[src/rtl/uart_baud_gen_if.sv]
// Control and strobe bundle between the UART register wrapper and the baud tick generator.
// The wrapper (master) supplies divisor/fraction/enable; the generator (slave) returns the strobes.
interface uart_baud_gen_if;
  logic        ENABLE;
  logic [12:0] BAUD_VAL;
  logic [2:0]  BAUD_VAL_FRACTION;
  logic        BAUD_CLOCK;
  logic        XMIT_PULSE;

  modport master (
    output ENABLE,
    output BAUD_VAL,
    output BAUD_VAL_FRACTION,
    input  BAUD_CLOCK,
    input  XMIT_PULSE
  );

  modport slave (
    input  ENABLE,
    input  BAUD_VAL,
    input  BAUD_VAL_FRACTION,
    output BAUD_CLOCK,
    output XMIT_PULSE
  );
endinterface

[src/rtl/uart_baud_gen.sv]
// Fractional baud tick generator: 16x oversampling strobe plus a once-per-bit transmit pulse.
// Average tick period is BAUD_VAL+1+f/8 clocks, achieved by stretching f out of every 8 periods.
module uart_baud_gen #(
  parameter bit BAUD_VAL_FRCTN_EN = 1'b0
) (
  input logic           CLK,
  input logic           RESET,
  uart_baud_gen_if.slave bus
);

  logic [12:0] div_cnt_reg,  div_cnt_next;
  logic [2:0]  frac_cnt_reg, frac_cnt_next;
  logic [3:0]  xmit_cnt_reg, xmit_cnt_next;
  logic        ext_reg,      ext_next;
  logic        baud_clock_reg;
  logic        xmit_pulse_reg;
  logic [2:0]  frac_sel;
  logic        tick_c;
  logic        xmit_c;

  generate
    if (BAUD_VAL_FRCTN_EN) begin : g_frac
      assign frac_sel = bus.BAUD_VAL_FRACTION;
    end else begin : g_nofrac
      assign frac_sel = 3'd0;
    end
  endgenerate

  // Divisor and fraction are only consulted at the terminal count, so a
  // mid-period change never shortens the period already in progress.
  always_comb begin
    div_cnt_next  = div_cnt_reg;
    frac_cnt_next = frac_cnt_reg;
    xmit_cnt_next = xmit_cnt_reg;
    ext_next      = ext_reg;
    tick_c        = 1'b0;
    if (bus.ENABLE) begin
      if (div_cnt_reg != 13'd0) begin
        div_cnt_next = div_cnt_reg - 13'd1;
      end else if ((frac_cnt_reg < frac_sel) && !ext_reg) begin
        ext_next = 1'b1;
      end else begin
        tick_c        = 1'b1;
        div_cnt_next  = bus.BAUD_VAL;
        ext_next      = 1'b0;
        frac_cnt_next = frac_cnt_reg + 3'd1;
        xmit_cnt_next = xmit_cnt_reg + 4'd1;
      end
    end
  end

  assign xmit_c = tick_c && (xmit_cnt_reg == 4'hF);

  always_ff @(posedge CLK) begin
    if (RESET) begin
      div_cnt_reg    <= 13'd0;
      frac_cnt_reg   <= 3'd0;
      xmit_cnt_reg   <= 4'd0;
      ext_reg        <= 1'b0;
      baud_clock_reg <= 1'b0;
      xmit_pulse_reg <= 1'b0;
    end else begin
      div_cnt_reg    <= div_cnt_next;
      frac_cnt_reg   <= frac_cnt_next;
      xmit_cnt_reg   <= xmit_cnt_next;
      ext_reg        <= ext_next;
      baud_clock_reg <= tick_c;
      xmit_pulse_reg <= xmit_c;
    end
  end

  assign bus.BAUD_CLOCK = baud_clock_reg;
  assign bus.XMIT_PULSE = xmit_pulse_reg;

endmodule

[src/flat_wrapper.sv]
// flat-port wrapper written by rule: the top's interface ports become plain ports
module uart_baud_gen_flat 
#(
  parameter bit BAUD_VAL_FRCTN_EN = 1'b0
)
  (CLK, RESET, bus_ENABLE, bus_BAUD_VAL, bus_BAUD_VAL_FRACTION, bus_BAUD_CLOCK, bus_XMIT_PULSE);
  uart_baud_gen_if bus_i ();
  input logic CLK;
  input logic RESET;
  input wire logic [$bits(bus_i.ENABLE)-1:0] bus_ENABLE;
  input wire logic [$bits(bus_i.BAUD_VAL)-1:0] bus_BAUD_VAL;
  input wire logic [$bits(bus_i.BAUD_VAL_FRACTION)-1:0] bus_BAUD_VAL_FRACTION;
  output wire logic [$bits(bus_i.BAUD_CLOCK)-1:0] bus_BAUD_CLOCK;
  output wire logic [$bits(bus_i.XMIT_PULSE)-1:0] bus_XMIT_PULSE;
  assign bus_i.ENABLE = bus_ENABLE;
  assign bus_i.BAUD_VAL = bus_BAUD_VAL;
  assign bus_i.BAUD_VAL_FRACTION = bus_BAUD_VAL_FRACTION;
  assign bus_BAUD_CLOCK = bus_i.BAUD_CLOCK;
  assign bus_XMIT_PULSE = bus_i.XMIT_PULSE;
  uart_baud_gen #(.BAUD_VAL_FRCTN_EN(BAUD_VAL_FRCTN_EN)) u_core (.CLK(CLK), .RESET(RESET), .bus(bus_i));
endmodule
[config.mk]
export PLATFORM = sky130hd
export DESIGN_NAME = uart_baud_gen_flat
export DESIGN_NICKNAME = d
export VERILOG_FILES = /design/src/rtl/uart_baud_gen_if.sv /design/src/rtl/uart_baud_gen.sv /design/src/flat_wrapper.sv
export SDC_FILE = /design/constraint.sdc
export NUM_CORES = 1
export LEC_CHECK = 0
export CAP_MARGIN = 40
export CORE_ASPECT_RATIO = 0.9
export CORE_MARGIN = 1
export CORE_UTILIZATION = 25
export CTS_BUF_LIST = sky130_fd_sc_hd__clkbuf_16
export CTS_CLUSTER_DIAMETER = 60
export DETAILED_ROUTE_END_ITERATION = 10
export HOLD_SLACK_MARGIN = 0.02
export SYNTH_ARGS = -nofsm -noshare
export SYNTH_HDL_FRONTEND = slang
export SYNTH_SLANG_ARGS = --single-unit
export TNS_END_PERCENT = 5
[constraint.sdc]
create_clock -name CLK -period 1.9 [get_ports CLK]
set_input_delay 0.38 -clock CLK [delete_from_list [all_inputs] [get_ports CLK]]
set_output_delay 0.38 -clock CLK [all_outputs]
set_load 0.05 [all_outputs]
==> flow_metrics.tcl, run 1 <==
set metrics [dict create \
    vdd_drop_max_uv 631.7 \
    p_per_area_nw_per_um2 1730 \
    area.growth.synth_to_final_pct 41.20 \
    synth.cell_area_um2 1166 \
    start_kind "register" \
    htree_num_levels 1 \
    final-max-slew-violation-count 0 \
    critPathCaptureType "register" \
    synthTopCellsByCount "19 x dfxtp_1, 16 x nor2_1, 11 x o21ai_0" \
    synth_top_area_share 0.3262 \
    vias_per_cell 4.911 \
    drt_iter0_markers 61 \
    rr_worst_depth 7 \
    cts_buffer_depth 2 \
    num_io_pins 21 \
    drt_first_pass_iters 4 \
    fillers 463 \
    coreArea_um2 4461 \
    hp-start "u_core.xmit_cnt_reg[3]" \
    worst_hold_slack_ns 0.4932 \
    max_slew_margin 0.6729 \
    routedWlPerCell_um 12.95 \
    regToRegSetupSlack_ns 0.02 \
    clk_pin_slew_worst_paths_ns 0.06 \
    power_leakage_nw 0.6310 \
    synth_cells 137 \
    finClkSkew_ns 0.003516 \
    grt_pass1_vias 1076 \
    rows 23 \
    grt_usage 0.1338 \
    min_path_type "reg -> reg" \
    dpl.hpwl_um 2272 \
    async_reset_ff_frac 0 \
    synth_enable_flop_cells 0 \
    die_area_um2 4942 \
    ys_ff_latch 19 \
    tightest_slew_ns 0.4891 \
    clockRootBuffer "clkbuf_16" \
    io_buffers 17 \
    start_util 0.2614 \
    drive_above_1_share 0.2717 \
    r2r-start "u_core.div_cnt_reg[1]" \
    grt_pass1_wl_um 4968 \
    layoutNonFillerInstCount 235 \
    maxCapViolCount 0 \
    ys.flop_type "dfxtp_1" \
    insertedDiodeCount 0 \
    dp_cells 231 \
    r2r-end "u_core.div_cnt_reg[0]" \
    largest_register_ffs 13 \
    multi_input_area_um2 745.7 \
    worstPathArrival_ns 2.02 \
    post-route-period-util 0.9901 \
    die_h_um 66.79 \
    grt-ovfl-total 0 \
    critPathMaxFanout 5 \
    outcome "finished, final reports clean" \
    cts_tree "done" \
    setup-violations-final 0 \
    synth.distinct_cells 45 \
    cts_setup_buffers 0 \
    vias 1154 \
    synth_nets 159 \
    syn_area_per_cell_um2 8.512 \
    gp_congestion 0.8135 \
    timing.fmax_mhz 531.6 \
    required_ns 2.04 \
    drc 0 \
    layout.nets 196 \
    critPathKind "reg -> reg" \
    holdPathStages 2 \
    rsz0062_at_grt "yes" \
    drtAntennaViolNets 0 \
    die_x_um 73.99 \
    synth_largest_area_cell "dfxtp_1" \
    min_period_ns 1.881 \
    grt_max_degree 20 \
    seq_area_frac_synth 0.3262 \
    yosys_warnings 0 \
    routed_wl_um 3044 \
    seq_area_um2 381.6 \
    synth_most_common_cell "dfxtp_1" \
    clock_sinks 19 \
    cts_inserted_buffers 3 \
    whs_endpoint "u_core.xmit_cnt_reg[3]" \
    synth.area.top_cells "dfxtp_1 33%, nor2_1 5.2%, o21ai_0 4.7%, ha_1 3.2%, nand2_1 3.2%" \
    antenna_found_initial 0 \
    clk_latency_ns 0.26 \
    finalHoldViolations 0 \
    crit_start "u_core.div_cnt_reg[1]" \
]
==> what timing repair did <==
action / 4_1_cts / 5_1_grt
hold buffers: 0 / 0
cloned: 0 / 0
pin swaps: 2 / 6
resized for setup: 2 / 10
endpoints found under the setup margin: 2 / 7
==> logic make-up (layout without fill, tap and decap cells) <==
logic type	after synthesis	after routing	share of synthesized area
compound gates	37	37	0.2092
xor+xnor	1	1	0.007512
fa+ha+maj	3	3	0.03219
buf+inv	13	49	0.06974
flops	19	19	0.3262
mux	4	4	0.03541
simple gates	60	60	0.3197
==> through the flow <==
step                      instance area, µm²   TNS [ns]  utilization  worst slack, ns  power (mW)
after floorplan                         1166          0            -          0.05517       1.703
after global placement                  1524    -0.2036       0.3417          -0.1039       2.266
after detailed placement                1524    -0.1738       0.3417         -0.08711       2.284
after CTS                               1610  -0.006803       0.3610        -0.005590       2.767
after global routing                    1647    -0.1777       0.3691         -0.09323       3.070
final                                   1647          0       0.3691          0.01872       2.849
==> worst max-delay path: stages (launching register included) <==
cell      delay [ns]
dfxtp_2         0.32
inv_2           0.07
ha_4            0.13
or4b_4          0.48
nor4_4          0.27
buf_4           0.18
mux2i_2         0.23
a211oi_2        0.08
==> cells in the final DEF, fill, tap and decap left out, drive strengths merged, types with 5 or more instances in the layout <==
cell type	instances
dfxtp	19
or3	5
nand2	10
clkdlybuf4s50	17
a21oi	7
o21ai	11
inv	5
nor2	16
buf	23
==> how the worst max path moves through the flow <==
stage	depth (start not counted)	slack [ns]	end
final	7	0.02	u_core.div_cnt_reg[0]
after global routing	7	-0.09	u_core.div_cnt_reg[0]
after CTS	7	-0.006	u_core.div_cnt_reg[5]
after detailed placement	5	-0.09	u_core.xmit_cnt_reg[3]
after global placement	5	-0.10	u_core.xmit_cnt_reg[3]
after floorplan	6	0.06	u_core.div_cnt_reg[0]
==> routing by layer <==
| layer | GRT usage | share of wire | vias to the layer above |
|---|---|---|---|
| li1 | - | - | 588 |
| met1 | 0.1817 | 0.50 | 541 |
| met2 | 0.2125 | 0.45 | 20 |
| met3 | 0.01815 | 0.025 | 5 |
| met4 | 0.05048 | 0.018 | 0 |
| met5 | 0 | 0 | - |
==> final cells by class <==
cell class | instances | share of cell area
sequential | 19 | 0.2318
multi-input combinational | 105 | 0.4529
tap | 62 | 0.04711
inverter | 5 | 0.01140
timing repair buffer | 40 | 0.2082
clock inverter | 1 | 0.003040
clock buffer | 3 | 0.04559
==> report_power, final <==
part           switching (mW)  internal (mW)
Clock                   0.168          0.283
Sequential              0.133          0.530
Combinational           0.909          0.827
(Power assumes the default switching activity.)
==> inputs of run 2 (changes only) <==
Settings changed: CAP_MARGIN 40 to default, CTS_CLUSTER_DIAMETER 60 to default.
==> results of run 2 <==
The final DEF is identical to that of run 1; final timing and power are the same.
